[config.mk]
export PLATFORM = sky130hd
export DESIGN_NAME = cmd_scheduler
export DESIGN_NICKNAME = d
export VERILOG_FILES = /design/src/rtl/cmd_pkg.sv /design/src/rtl/cmd_timeout_counter.sv /design/src/rtl/cmd_scheduler.sv
export SDC_FILE = /design/constraint.sdc
export NUM_CORES = 1
export LEC_CHECK = 0
export BUFFER_PORTS_ARGS = -buffer_cell sky130_fd_sc_hd__buf_2
export CORE_AREA = 2 2 149 151
export CTS_CLUSTER_SIZE = 28
export DETAILED_ROUTE_END_ITERATION = 8
export DIE_AREA = 0 0 151 153
export HOLD_SLACK_MARGIN = 0.12
export MAX_ROUTING_LAYER = met4
export SYNTH_ARGS = -nofsm -noshare
export SYNTH_HDL_FRONTEND = slang
export SYNTH_SLANG_ARGS = --single-unit
[constraint.sdc]
create_clock -name clock -period 1.6 [get_ports clock]
set_input_delay 0.24 -clock clock [delete_from_list [all_inputs] [get_ports clock]]
set_output_delay 0.24 -clock clock [all_outputs]
set_load 0.02 [all_outputs]
[src/rtl/cmd_pkg.sv]
// Shared types for the SD CMD scheduler.
// FSM states, result codes and requester ids.
package cmd_pkg;

    typedef enum logic [1:0] {
        S_IDLE  = 2'd0,
        S_ISSUE = 2'd1,
        S_WAIT  = 2'd2,
        S_DONE  = 2'd3
    } state_t;

    localparam logic [1:0] ST_OK      = 2'b00;
    localparam logic [1:0] ST_IDX_ERR = 2'b01;
    localparam logic [1:0] ST_TIMEOUT = 2'b10;

    typedef enum logic {
        OWN_HOST = 1'b0,
        OWN_AUTO = 1'b1
    } owner_t;

    // Bits needed to count 0..max_retry, never less than one.
    function automatic int retry_width(input int max_retry);
        return (max_retry < 1) ? 1 : $clog2(max_retry + 1);
    endfunction

endpackage

[src/rtl/cmd_timeout_counter.sv]
// Wait-cycle counter for the CMD scheduler.
// Flags the last cycle before a timeout.
module cmd_timeout_counter #(
    parameter int TIMEOUT_CYCLES = 4096,
    parameter int CNT_W          = 13
) (
    input  logic clock,
    input  logic reset,
    input  logic i_clear,
    input  logic i_enable,
    output logic o_expire
);

    localparam logic [CNT_W-1:0] LAST = CNT_W'(TIMEOUT_CYCLES - 1);

    logic [CNT_W-1:0] r_count;

    // Clear on issue, count while waiting for CMD.
    always_ff @(posedge clock) begin
        if (reset || i_clear) begin
            r_count <= '0;
        end else if (i_enable) begin
            r_count <= r_count + CNT_W'(1);
        end
    end

    assign o_expire = (r_count == LAST);

endmodule

[src/rtl/cmd_scheduler.sv]
// Arbitrates host/auto requests onto the CMD block.
// Issues, waits, retries on timeout, reports result.
module cmd_scheduler
    import cmd_pkg::*;
#(
    parameter int TIMEOUT_CYCLES = 4096,
    parameter int MAX_RETRY      = 2,
    parameter int CNT_W          = 13
) (
    input  logic         clock,
    input  logic         reset,
    input  logic         host_req,
    input  logic [31:0]  host_argument,
    input  logic [5:0]   host_index,
    output logic         host_ack,
    output logic         host_done,
    input  logic         auto_req,
    input  logic [31:0]  auto_argument,
    input  logic [5:0]   auto_index,
    output logic         auto_ack,
    output logic         auto_done,
    output logic [1:0]   status,
    output logic [127:0] response,
    output logic         busy,
    output logic         cmd_new_command,
    output logic [31:0]  cmd_argument,
    output logic [5:0]   cmd_index,
    output logic         cmd_timeout_enable,
    input  logic         cmd_command_complete,
    input  logic         cmd_command_index_error,
    input  logic [127:0] cmd_response
);

    localparam int RETRY_W = retry_width(MAX_RETRY);
    localparam logic [RETRY_W-1:0] RETRY_MAX = RETRY_W'(MAX_RETRY);

    state_t               r_state;
    state_t               w_state_nxt;
    owner_t               r_owner;
    logic [RETRY_W-1:0]   r_retry;
    logic [31:0]          r_cmd_argument;
    logic [5:0]           r_cmd_index;
    logic [1:0]           r_status;
    logic [127:0]         r_response;
    logic                 w_cnt_clear;
    logic                 w_cnt_en;
    logic                 w_expire;
    logic                 w_can_retry;

    cmd_timeout_counter #(
        .TIMEOUT_CYCLES(TIMEOUT_CYCLES),
        .CNT_W         (CNT_W)
    ) u_tmo (
        .clock   (clock),
        .reset   (reset),
        .i_clear (w_cnt_clear),
        .i_enable(w_cnt_en),
        .o_expire(w_expire)
    );

    assign w_can_retry = (r_retry < RETRY_MAX);

    // State register.
    always_ff @(posedge clock) begin
        if (reset) begin
            r_state <= S_IDLE;
        end else begin
            r_state <= w_state_nxt;
        end
    end

    // Next state and per-state strobes; auto wins arbitration.
    always_comb begin
        w_state_nxt        = r_state;
        host_ack           = 1'b0;
        auto_ack           = 1'b0;
        host_done          = 1'b0;
        auto_done          = 1'b0;
        cmd_new_command    = 1'b0;
        cmd_timeout_enable = 1'b0;
        w_cnt_clear        = 1'b0;
        w_cnt_en           = 1'b0;
        unique case (r_state)
            S_IDLE: begin
                if (!reset && auto_req) begin
                    auto_ack    = 1'b1;
                    w_state_nxt = S_ISSUE;
                end else if (!reset && host_req) begin
                    host_ack    = 1'b1;
                    w_state_nxt = S_ISSUE;
                end
            end
            S_ISSUE: begin
                cmd_new_command    = 1'b1;
                cmd_timeout_enable = 1'b1;
                w_cnt_clear        = 1'b1;
                w_state_nxt        = S_WAIT;
            end
            S_WAIT: begin
                cmd_timeout_enable = 1'b1;
                w_cnt_en           = 1'b1;
                if (cmd_command_index_error || cmd_command_complete) begin
                    w_state_nxt = S_DONE;
                end else if (w_expire) begin
                    w_state_nxt = w_can_retry ? S_ISSUE : S_DONE;
                end
            end
            S_DONE: begin
                host_done   = (r_owner == OWN_HOST);
                auto_done   = (r_owner == OWN_AUTO);
                w_state_nxt = S_IDLE;
            end
            default: w_state_nxt = S_IDLE;
        endcase
    end

    // Latch the granted command and record the outcome of WAIT.
    always_ff @(posedge clock) begin
        if (reset) begin
            r_owner        <= OWN_HOST;
            r_retry        <= '0;
            r_cmd_argument <= '0;
            r_cmd_index    <= '0;
            r_status       <= ST_OK;
            r_response     <= '0;
        end else begin
            if (auto_ack) begin
                r_owner        <= OWN_AUTO;
                r_retry        <= '0;
                r_cmd_argument <= auto_argument;
                r_cmd_index    <= auto_index;
            end else if (host_ack) begin
                r_owner        <= OWN_HOST;
                r_retry        <= '0;
                r_cmd_argument <= host_argument;
                r_cmd_index    <= host_index;
            end
            if (r_state == S_WAIT) begin
                if (cmd_command_index_error) begin
                    r_status <= ST_IDX_ERR;
                end else if (cmd_command_complete) begin
                    r_status   <= ST_OK;
                    r_response <= cmd_response;
                end else if (w_expire) begin
                    if (w_can_retry) begin
                        r_retry <= r_retry + RETRY_W'(1);
                    end else begin
                        r_status <= ST_TIMEOUT;
                    end
                end
            end
        end
    end

    assign busy         = (r_state != S_IDLE);
    assign cmd_argument = r_cmd_argument;
    assign cmd_index    = r_cmd_index;
    assign status       = r_status;
    assign response     = r_response;

endmodule

==> results.txt <==
final hold vios = 0
met2 WL = 12,840 um
critical path fanouts, max = 3
Rows = 54
Max Clk Rate = 584.5 MHz
Synth Net Count = 1,056
CP delay by family, top = flip-flops
area of the multi-input gates = 0.003152 mm^2
Max-slew headroom = 37.75%
placed cell areas = 0.009412 mm^2
met1 WL = 10,920 um
DRT Pass-1 Iters = 6
RSZ-0062 raised after global routing = yes
WL/cell = 15.59 um
Fin Setup TNS = -1780 ps
vias in the first global route = 7,706
Slowest cell on crit path = dfxtp_2
Worst Hold Class = in -> reg
crit path launch type = register
Tot GR Track Use = 21.23%
worst skew pair latency = 430 ps
Sequential cell area = 0.003726 mm^2
status = complete, but fails checks
DR vias = 7,920
DRC = 0
die width = 151 um
Core Region = 0.02149 mm^2
wire length on met3 = 1755 um
grt ovf = 0
filler instances = 1,883
final WL = 26,400 um
# IOs = 385
critical path cell sequence = inv_4 > ha_4 > and4bb_4 > buf_12 > buf_8
Antenna Cells = 0
H-tree levels = 4
GP Congestion = 0.7999
area delta synth->final = 72.96%
peak supply drop = 0.0005421 V
clock sinks = 186
Worst Path Class, Setup = reg -> out
EDFF count, synth = 0
leading cell type in the layout, fill and taps excluded = buf_2
#FFs+latches synth = 186
Vias per Instance = 4.675
CTS tree = done
Finish-stage setup viols = 86
MaxCap Viol Count = 0
Req. time, crit path = 1360 ps
Synth Flop Type = dfxtp_1
period utilization = 106.9%
Die Area = 0.02310 mm^2
Finished Core Util = 57.14%
nets = 1,616
port buffer count = 384
critical path arrival = 1470 ps
largest net degree at the start of global routing = 167
final worst setup slack = -110.8 ps
highest metal used = met4
mean post-synth cell area = 8.440 um^2
layout cells sized above 1 = 36.21%
minimum clock period = 1711 ps
ANT nets after route = 0
initial core utilization = 33.04%
initial antenna violation count = 0
CTS Buffer Depth = 2
Crit. End Element = primary output
Synth Warn # = 0
first-pass GRT wire length = 37,980 um
Buf+Inv Stages, Crit Path = 3
clk slew on worst S/H paths = 80 ps
violated checks = negative setup slack
most frequent cells in the layout = buf_2, nand2_1, dfxtp_1
finished layout cell area = 0.01228 mm^2
CTS buffer count = 17
Starting DRT DRC Count = 379
delay of the slowest critical-path stage = 340 ps
Gate Count Post-Synth = 841
Die H = 153 um
Unique masters post-synth = 44
Layout Cells excl Fill = 1,694
Seq/Total Area, Yosys = 52.46%
Synth async-reset ratio = 0%
dpl hpwl = 15,740 um
max-slew violation count = 0
Leakage Power = 5.401 nW
Slew @ Worst Pin = 933.7 ps
# placed instances = 1,474
worst clock skew = 11.62 ps
Synth Cell Area = 0.007098 mm^2
CTS Root Cell = clkbuf_16
PwrDens = 1009 mW/mm^2
==> what timing repair did <==
action / 4_1_cts / 5_1_grt
setup buffers: 9 / 6
setup endpoints to repair: 41 / 181
hold buffers: 163 / 0
gates cloned: 2 / 9
pin swaps: 7 / 18
endpoints found under the hold margin: 163 / 0
resized for setup: 36 / 34
==> state kept, by name, indices dropped and copies added, names as in the netlist <==
| name | cells |
|---|---|
| cmd_argument | 32 |
| status | 2 |
| cmd_index | 6 |
| r_retry | 2 |
| u_tmo.r_count | 13 |
| r_state | 2 |
| response | 128 |
| r_owner | 1 |
==> cells in the mapped netlist (all sizes together) (3+ instances only) <==
cell | n | share of area (%)
a211oi | 39 | 4.1
a21oi | 132 | 9.3
and4 | 4 | 0.55
buf | 39 | 3.3
clkbuf | 26 | 1.4
dfxtp | 186 | 52
ha | 5 | 0.88
inv | 5 | 0.26
mux2i | 39 | 5.5
nand2 | 259 | 14
nand3 | 6 | 0.42
nand4 | 6 | 0.74
nor2 | 54 | 2.9
xnor2 | 3 | 0.37
xor2 | 9 | 1.1
==> kinds of logic (layout without fill, tap and decap cells) <==
logic type	count (synthesis)	count (layout)	share of synthesized area, %
AND/OR/NAND/NOR	347	347	20.11
AO/OA/AOI/OAI	181	181	14.49
adder cells (fa/ha/maj)	5	5	0.8814
multiplexers	39	39	5.500
XOR/XNOR	12	12	1.481
buffers and inverters	71	644	5.076
flip-flops	186	186	52.46
==> worst paths after layout <==
check / from / end / slack (ps) / cells after the start
min: auto_argument[21] / cmd_argument[21] / 140 / 3
min reg2reg: response[88] / response[88] / 450 / 2
max reg2reg: r_state[0] / cmd_index[3] / -80 / 8
max: r_state[0] / host_ack / -110 / 5
==> through the flow <==
stage               power [W]  hold slack (ps)  worst slack [ps]
floorplan            0.006455            376.0             3.498
global placement     0.007378            438.7             34.27
detailed placement   0.007397            443.0            -32.27
CTS                   0.01227            123.5            -146.7
global route          0.01294            134.9            -161.4
finish                0.01239            135.3            -110.8
==> tightest hold or removal path, delay by kind of cell <==
kind,cells,cell delay [ps]
AND/OR/NAND/NOR,1,120
buffers and inverters,1,110
AO/OA/AOI/OAI,1,60
==> report_power, final <==
group          total (W)  internal, W  switching (W)
Clock            0.00433      0.00226        0.00207
Combinational    0.00294      0.00142        0.00153
Sequential       0.00512      0.00494       0.000178
==> area by class of cell <==
cell class | instances | area share [%]
inverters | 5 | 0.2140
flip-flops and latches | 186 | 30.35
clock inverters | 14 | 1.417
clock buffers | 18 | 3.496
well taps | 280 | 2.854
multi-input cells | 584 | 25.67
repair buffers | 607 | 36.00
==> per-layer routing <==
metal	global-route usage, %	vias up
met2	35.69	326
met1	23.60	3609
li1	-	3928
met4	10.06	0
met3	4.955	57
met5	-	-
Note: power is estimated with default switching activity, not from simulation.
